**config.mk**
```make
export PLATFORM = sky130hd
export DESIGN_NAME = serial_addsub
export DESIGN_NICKNAME = d
export VERILOG_FILES = /design/src/rtl/serial_addsub.sv
export SDC_FILE = /design/constraint.sdc
export NUM_CORES = 1
export LEC_CHECK = 0
export CORE_ASPECT_RATIO = 0.6
export CORE_MARGIN = 5
export CORE_UTILIZATION = 50
export CTS_CLUSTER_SIZE = 14
export DETAILED_ROUTE_END_ITERATION = 16
export PLACE_DENSITY_LB_ADDON = 0.12
export SLEW_MARGIN = 20
export SYNTH_ARGS = -nofsm -noshare
export SYNTH_HDL_FRONTEND = slang
export SYNTH_SLANG_ARGS = --single-unit
```
**constraint.sdc**
```tcl
create_clock -name clk -period 1.5 [get_ports clk]
set_input_delay 0.3 -clock clk [delete_from_list [all_inputs] [get_ports clk]]
set_output_delay 0.3 -clock clk [all_outputs]
set_load 0.05 [all_outputs]
```
**src/rtl/serial_addsub.sv**
```systemverilog
// Bit-serial adder/subtractor: one full-adder cell and a carry flop, one operand
// bit per clock, LSB first. Subtraction is performed as a + ~b + ~ci.
module serial_addsub #(
  parameter int WIDTH = 4
) (
  input  logic             clk,
  input  logic             reset,
  input  logic             start,
  input  logic             sub,
  input  logic [WIDTH-1:0] a,
  input  logic [WIDTH-1:0] b,
  input  logic             ci,
  output logic             busy,
  output logic             done,
  output logic [WIDTH-1:0] s,
  output logic             co
);

  localparam int CW = (WIDTH > 1) ? $clog2(WIDTH) : 1;

  typedef enum logic [1:0] {IDLE, RUN, DONE} state_t;

  state_t           state_q, state_d;
  logic [WIDTH-1:0] aSh_q, aSh_d;
  logic [WIDTH-1:0] bSh_q, bSh_d;
  logic [WIDTH-1:0] sumSh_q, sumSh_d;
  logic [WIDTH-1:0] s_q, s_d;
  logic [CW-1:0]    cnt_q, cnt_d;
  logic             c_q, c_d;
  logic             sub_q, sub_d;
  logic             co_q, co_d;

  logic             bBit;
  logic             sumBit;
  logic             carryNext;
  logic [WIDTH-1:0] sumShifted;
  logic             capture;

  // Full-adder cell; b is inverted on the fly when subtracting.
  always_comb begin
    bBit       = bSh_q[0] ^ sub_q;
    sumBit     = aSh_q[0] ^ bBit ^ c_q;
    carryNext  = (aSh_q[0] & bBit) | (aSh_q[0] & c_q) | (bBit & c_q);
    sumShifted = (sumSh_q >> 1) | (WIDTH'(sumBit) << (WIDTH - 1));
  end

  always_comb begin
    state_d = state_q;
    aSh_d   = aSh_q;
    bSh_d   = bSh_q;
    sumSh_d = sumSh_q;
    s_d     = s_q;
    cnt_d   = cnt_q;
    c_d     = c_q;
    sub_d   = sub_q;
    co_d    = co_q;
    capture = 1'b0;

    case (state_q)
      IDLE: begin
        if (start) begin
          capture = 1'b1;
          state_d = RUN;
        end
      end
      RUN: begin
        aSh_d   = aSh_q >> 1;
        bSh_d   = bSh_q >> 1;
        sumSh_d = sumShifted;
        c_d     = carryNext;
        cnt_d   = cnt_q + CW'(1);
        if (cnt_q == CW'(WIDTH - 1)) begin
          state_d = DONE;
          s_d     = sumShifted;
          co_d    = sub_q ? ~carryNext : carryNext;
        end
      end
      DONE: begin
        if (start) begin
          capture = 1'b1;
          state_d = RUN;
        end else begin
          state_d = IDLE;
        end
      end
      default: state_d = IDLE;
    endcase

    // The borrow-in enters as the complemented carry of a + ~b.
    if (capture) begin
      aSh_d = a;
      bSh_d = b;
      sub_d = sub;
      c_d   = ci ^ sub;
      cnt_d = '0;
    end
  end

  always_ff @(posedge clk or posedge reset) begin
    if (reset) begin
      state_q <= IDLE;
      aSh_q   <= '0;
      bSh_q   <= '0;
      sumSh_q <= '0;
      s_q     <= '0;
      cnt_q   <= '0;
      c_q     <= 1'b0;
      sub_q   <= 1'b0;
      co_q    <= 1'b0;
    end else begin
      state_q <= state_d;
      aSh_q   <= aSh_d;
      bSh_q   <= bSh_d;
      sumSh_q <= sumSh_d;
      s_q     <= s_d;
      cnt_q   <= cnt_d;
      c_q     <= c_d;
      sub_q   <= sub_d;
      co_q    <= co_d;
    end
  end

  assign busy = (state_q == RUN);
  assign done = (state_q == DONE);
  assign s    = s_q;
  assign co   = co_q;

endmodule
```
# Yosys cells after proc, flatten, opt, wreduce, memory -nomap -nowiden
# Index checks and enable logic that the tools add are counted.
dict set report word_totals {
  reg_bits 23
  latchBits 0
  ramBits 0
  rom_bits 0
  in_bits 13
  output_inout_bits 7
  elab_cells 46
  n_memories 0
}
dict set report classes {
  n_addsub 1
  n_mul 0
  div_mod_pow 0
  order_cmp 0
  eq_ne 5
  shifts 0
  muxes 15
  bitwise 11
  n_reduce_logical 5
}
# operator n
set ops {}
lappend ops {{4-bit two-way mux} 4}
lappend ops {{2-bit two-way mux} 4}
lappend ops {{1-bit two-way mux} 6}
lappend ops {{2-bit one-hot mux with 3 select lines} 1}
lappend ops {{2-bit equality test (second input constant)} 2}
lappend ops {{3-bit by 4-bit bitwise OR with 4-bit output} 1}
lappend ops {{2-bit AND reduction} 2}
lappend ops {{1-bit XOR} 4}
lappend ops {{1-bit AND} 3}
lappend ops {{2-bit by 1-bit adder with 2-bit output (second input constant)} 1}
lappend ops {{2-bit by 1-bit equality test with 1-bit output (second input constant)} 1}
lappend ops {{2-bit zero test} 1}
lappend ops {{2-bit by 1-bit inequality test with 1-bit output (second input constant)} 1}
lappend ops {{2-bit inequality test (second input constant)} 1}
lappend ops {{1-bit bitwise OR} 2}
lappend ops {{2-bit nonzero test} 1}
lappend ops {{2-bit OR reduction} 1}
lappend ops {{1-bit inverter} 1}

# Depth between registers and ports, before layout
dict set report depth {
  word_depth 6
  depth_mapped 5
  ltp_nobuf 4
}

# Worst setup path before layout
# OpenSTA, ideal clock, no wires.
dict set report synth_timing {
  path_kind {register -> output}
  startpoint {register state_q[1]}
  endpoint {output port done}
  arrival_time_ps 1366
  t_required_ps 1200
  slack_ps -166
  stages_incl_launch_ff 3
  n_path_buf 1
  path_cell_list {dfrtp_1 buf_6 nor2b_1}
}
dict set report synth_via {
  elab_chain_len 1
}
# item line
set synth_rtl {}
lappend synth_rtl {{from (decl)} 23} ;# state_t state_q, state_d;
lappend synth_rtl {{from (signal assigned)} 111} ;# state_q <= state_d;
lappend synth_rtl {{2-bit equality test} 124} ;# assign done = (state_q == DONE);
lappend synth_rtl {{to (decl)} 14} ;# output logic done,
# No other way between the ends.

# Worst setup path after layout
dict set report layout_timing {
  startpoint {register state_q[0]}
  endpoint {output port done}
}
# The elaborated chain is that of the path after synthesis.

==> key figures <==
Run status
  • Status: finished clean

Clocking
  • Clock transition time at the flip-flop clock pins of the worst setup and hold paths: ~0.080 ns
  • Number of H-tree levels: 1
  • Clock tree from TritonCTS: built
  • Number of clock buffers inserted by TritonCTS: 3
  • Clock insertion delay at the later pin of the skew report: 0.26 ns
  • Clk sink count: 22
  • Clock root buffer master: clkbuf_8
  • Buffer levels on the longest clock path: 2
  • Count of hold-fix buffers inserted at cts: 0

Logic synthesis
  • Biggest area contributors in the synthesized netlist: dfrtp_1, mux2i_1, mux2_2
  • Largest area contributor in the netlist: dfrtp_1
  • Number of library cell types mapped by synthesis: 22
  • Synth Area per Inst: approximately 12 sq um
  • Multiplexer area fraction after synthesis: ~15%
  • Post-synthesis xor/xnor area fraction: under 10%
  • Net count after synthesis: 110
  • Proportion of synthesized chip area in sequential cells: 49.4%
  • Total number of yosys warnings: 0
  • Largest family of logic cells by synthesized area: multiplexers
  • Arithmetic-cell share of the synthesized area counting full adders, half adders and majority gates: 2.92%
  • Syn Std Cell Area: roughly 0.0011 sq mm
  • Area fraction in compound gates after synthesis: between 10% and 20%
  • Number of standard cells after synthesis: 95
  • Flop and latch count out of synthesis: 22
  • Simple-gate share of the synthesized area: between 10% and 20%
  • Proportion of netlist area held by the largest area contributor: 49.4%

Power
  • Internal power component: 0.00205 W
  • Power density cells: around 2300 mW/mm^2
  • Seq pwr share: around a third
  • Sw frac: approximately 40%
  • Combinational power share: between 50% and 60%
  • Static leakage: ~0.66 nW
  • Worst supply voltage drop on vdd: about 1300 uV
  • Switch Pwr: between 0.001 and 0.0015 W
  • PnR Total Power: around 0.0034 W
  • Clock group share of total power: ~11%

Detailed routing
  • Post-detailed-route wirelength per cell: about 14 um
  • Final wirelength: 2.07 mm
  • ANT nets after route: 0
  • First-pass DRT Iterations: 4
  • DR iter-0 viols: 70
  • Average vias per placed instance: 5.12
  • Vias: ~770
  • Number of DRC violations after detailed routing: 0

Worst setup path
  • Longest individual stage delay on the worst path: ~0.41 ns
  • Crit. Startpoint: state_q[0]$_DFFE_PP0P_
  • Worst setup path class: flip-flop to primary output
  • Category of the worst setup path launch point: flip-flop
  • Worst reg2reg startpoint: sub_q$_DFFE_PP0P_
  • Worst EP arrival: around 1.1 ns
  • Worst endpoint required time: ~1.2 ns
  • Crit-path cells: buf_6 > nor2b_4 > buf_12
  • Critical-path cell with the highest stage delay: dfrtp_1
  • Worst-path fanout max: 19
  • Crit end category: primary output

Cells and area
  • Finished Cell Area: around 0.0015 sq mm
  • Number of inserted diodes: 0
  • Most common library cell in the layout ignoring fill and taps: dfrtp_1
  • Number of cells in the finished layout apart from fillers: 150
  • Filler cell count in the final layout: ~170
  • Area growth from synthesis to layout: 33.3%
  • Final net count: 137
  • Layout cells sized above 1: 25.0%
  • Highest-count cells in the layout ignoring fill and taps: dfrtp_1, clkdlybuf4s50_1, mux2i_1, buf_4

Global routing
  • Busiest layer in global routing: met2
  • Overall overflow remaining after global route: 0
  • First-pass GRT wire length: roughly 3.7 mm
  • Met1 layer usage reported by global route: 20.0%
  • GRT Total Usage: 15.1%
  • M2 GR Usage: between 20% and 30%
  • Met3 Resource Use GR: 5.01%
  • Largest net degree at the start of global routing: 23
  • Antenna violations before repair: 0
  • Number of global-route vias before repair: between 700 and 800

Floorplan
  • Core Region: between 0.002 and 0.0025 sq mm
  • Number of ports placed on the die boundary: 20
  • Floorplan row count: 13
  • Die area: 0.00330 sq mm
  • Die Y-Extent: around 47 um
  • Initial Utilization: 51.9%
  • Die width: 70.9 um

Timing
  • Setup tns final: 0 ns
  • Final worst setup slack: between 0.07 and 0.08 ns
  • Max-Slew Margin vs Limit: between 80% and 90%
  • Layout Skew: between 0.0015 and 0.002 ns
  • Hold violation count in the final report: 0
  • Crit path time final: between 1 and 1.5 ns
  • Actual transition at the worst max-transition pin: approximately 0.28 ns
  • Fin. max-slew vios: 0
  • Final worst-path cycle share: around 95%
  • Peak Freq: roughly 700 MHz
  • Unrepaired setup endpoints after global routing: no
  • Count of final setup violators: 0

Placement
  • Routability Congestion: around 0.75
  • Placed Area: approximately 0.0014 sq mm
  • Pre-CTS setup slack: 0.00211 ns
  • HPWL after detailed placement: 1.52 mm
  • Placed instance count: ~150
  • Number of buffers added on ports: 19

Run
  • MaxCap Viol Count: 0

Worst hold path
  • Type of the tightest min-delay check: input pin to async pin
[Yosys cell counts]
cell type	count
a211oi_1	7
nand3_1	2
nand3b_4	1
mux2_2	5
nor2_1	3
inv_1	5
buf_6	3
buf_2	3
a21oi_1	7
mux2_4	2
a21o_1	2
a22o_1	2
o21ai_0	5
xnor2_1	3
nor2b_1	8
dfrtp_1	22
nand2_1	3
mux2i_1	8
fa_1	1
nor2b_4	1
ha_1	1
xor2_1	1
[timing repair]
action                     in CTS  in global routing
setup endpoints to repair       2                  2
gates resized for setup         2                  1
setup buffers                   0                  2
[critical path: cells and delay by family, from the launching register on]
kind	cells	cell delay, ns
buffers and inverters	2	0.32
AND/OR/NAND/NOR	1	0.14
flip-flops	1	0.41
[state kept, by name (all words and copies together), names as in the netlist]
name	cells
c_q	1
co	1
bSh_q	4
s	4
sumSh_q	3
state_q	2
sub_q	1
aSh_q	4
cnt_q	2
[metrics by stage]
stage	utilization (%)	hold slack, ns
2_1_floorplan	-	0.289
3_3_place_gp	66.0	0.497
3_5_place_dp	66.0	0.499
4_1_cts	68.2	0.393
5_1_grt	69.1	0.417
6_report	69.1	0.381
[metal layers]
layer | share of wire [%] | vias to the layer above
met3 | 4.5 | 5
li1 | - | 380
met1 | 49 | 368
met4 | 1.4 | 0
met2 | 45 | 15
met5 | 0 | -
[layout make-up]
class / count / area (sq um) / area share [%]
Timing Repair Buffer: 28 / 332 / 22.3
Tap cell: 30 / 37.5 / 2.53
Clock buffer: 3 / 41.3 / 2.78
Multi-Input combinational cell: 62 / 503 / 33.9
Sequential cell: 22 / 552 / 37.2
Inverter: 5 / 18.8 / 1.26
[final timing paths]
check,endpoint,depth (start not counted),slack (ns)
min in group clk,sumSh_q[1]$_DFFE_PP0P_,1,0.51
hold / removal,s[0]$_DFFE_PP0P_,3,0.38
hold reg to reg,sumSh_q[1]$_DFFE_PP0P_,1,0.51
max in group asynchronous,state_q[1]$_DFFE_PP0P_,3,0.88
setup reg to reg,co$_DFFE_PP0P_,4,0.15
setup / recovery,done,3,0.07
[kinds of logic after synthesis]
| logic type | Yosys count |
|---|---|
| xor gates and xnor gates | 4 |
| DFF | 22 |
| buffers and inverters | 11 |
| muxes | 15 |
| and+or+nand+nor | 18 |
| adders and majority gates | 2 |
| AOI/OAI and AO/OA | 23 |
[power by group through the flow]
stage	logic (W)	clock network (W)	registers, W
2_1_floorplan	0.00103	0	0.00128
3_3_place_gp	0.00175	0	0.00113
3_5_place_dp	0.00180	0	0.00115
4_1_cts	0.00181	0.000373	0.00114
5_1_grt	0.00201	0.000403	0.00119
6_report	0.00186	0.000363	0.00114
No activity file was read; power rests on OpenSTA's default activity.
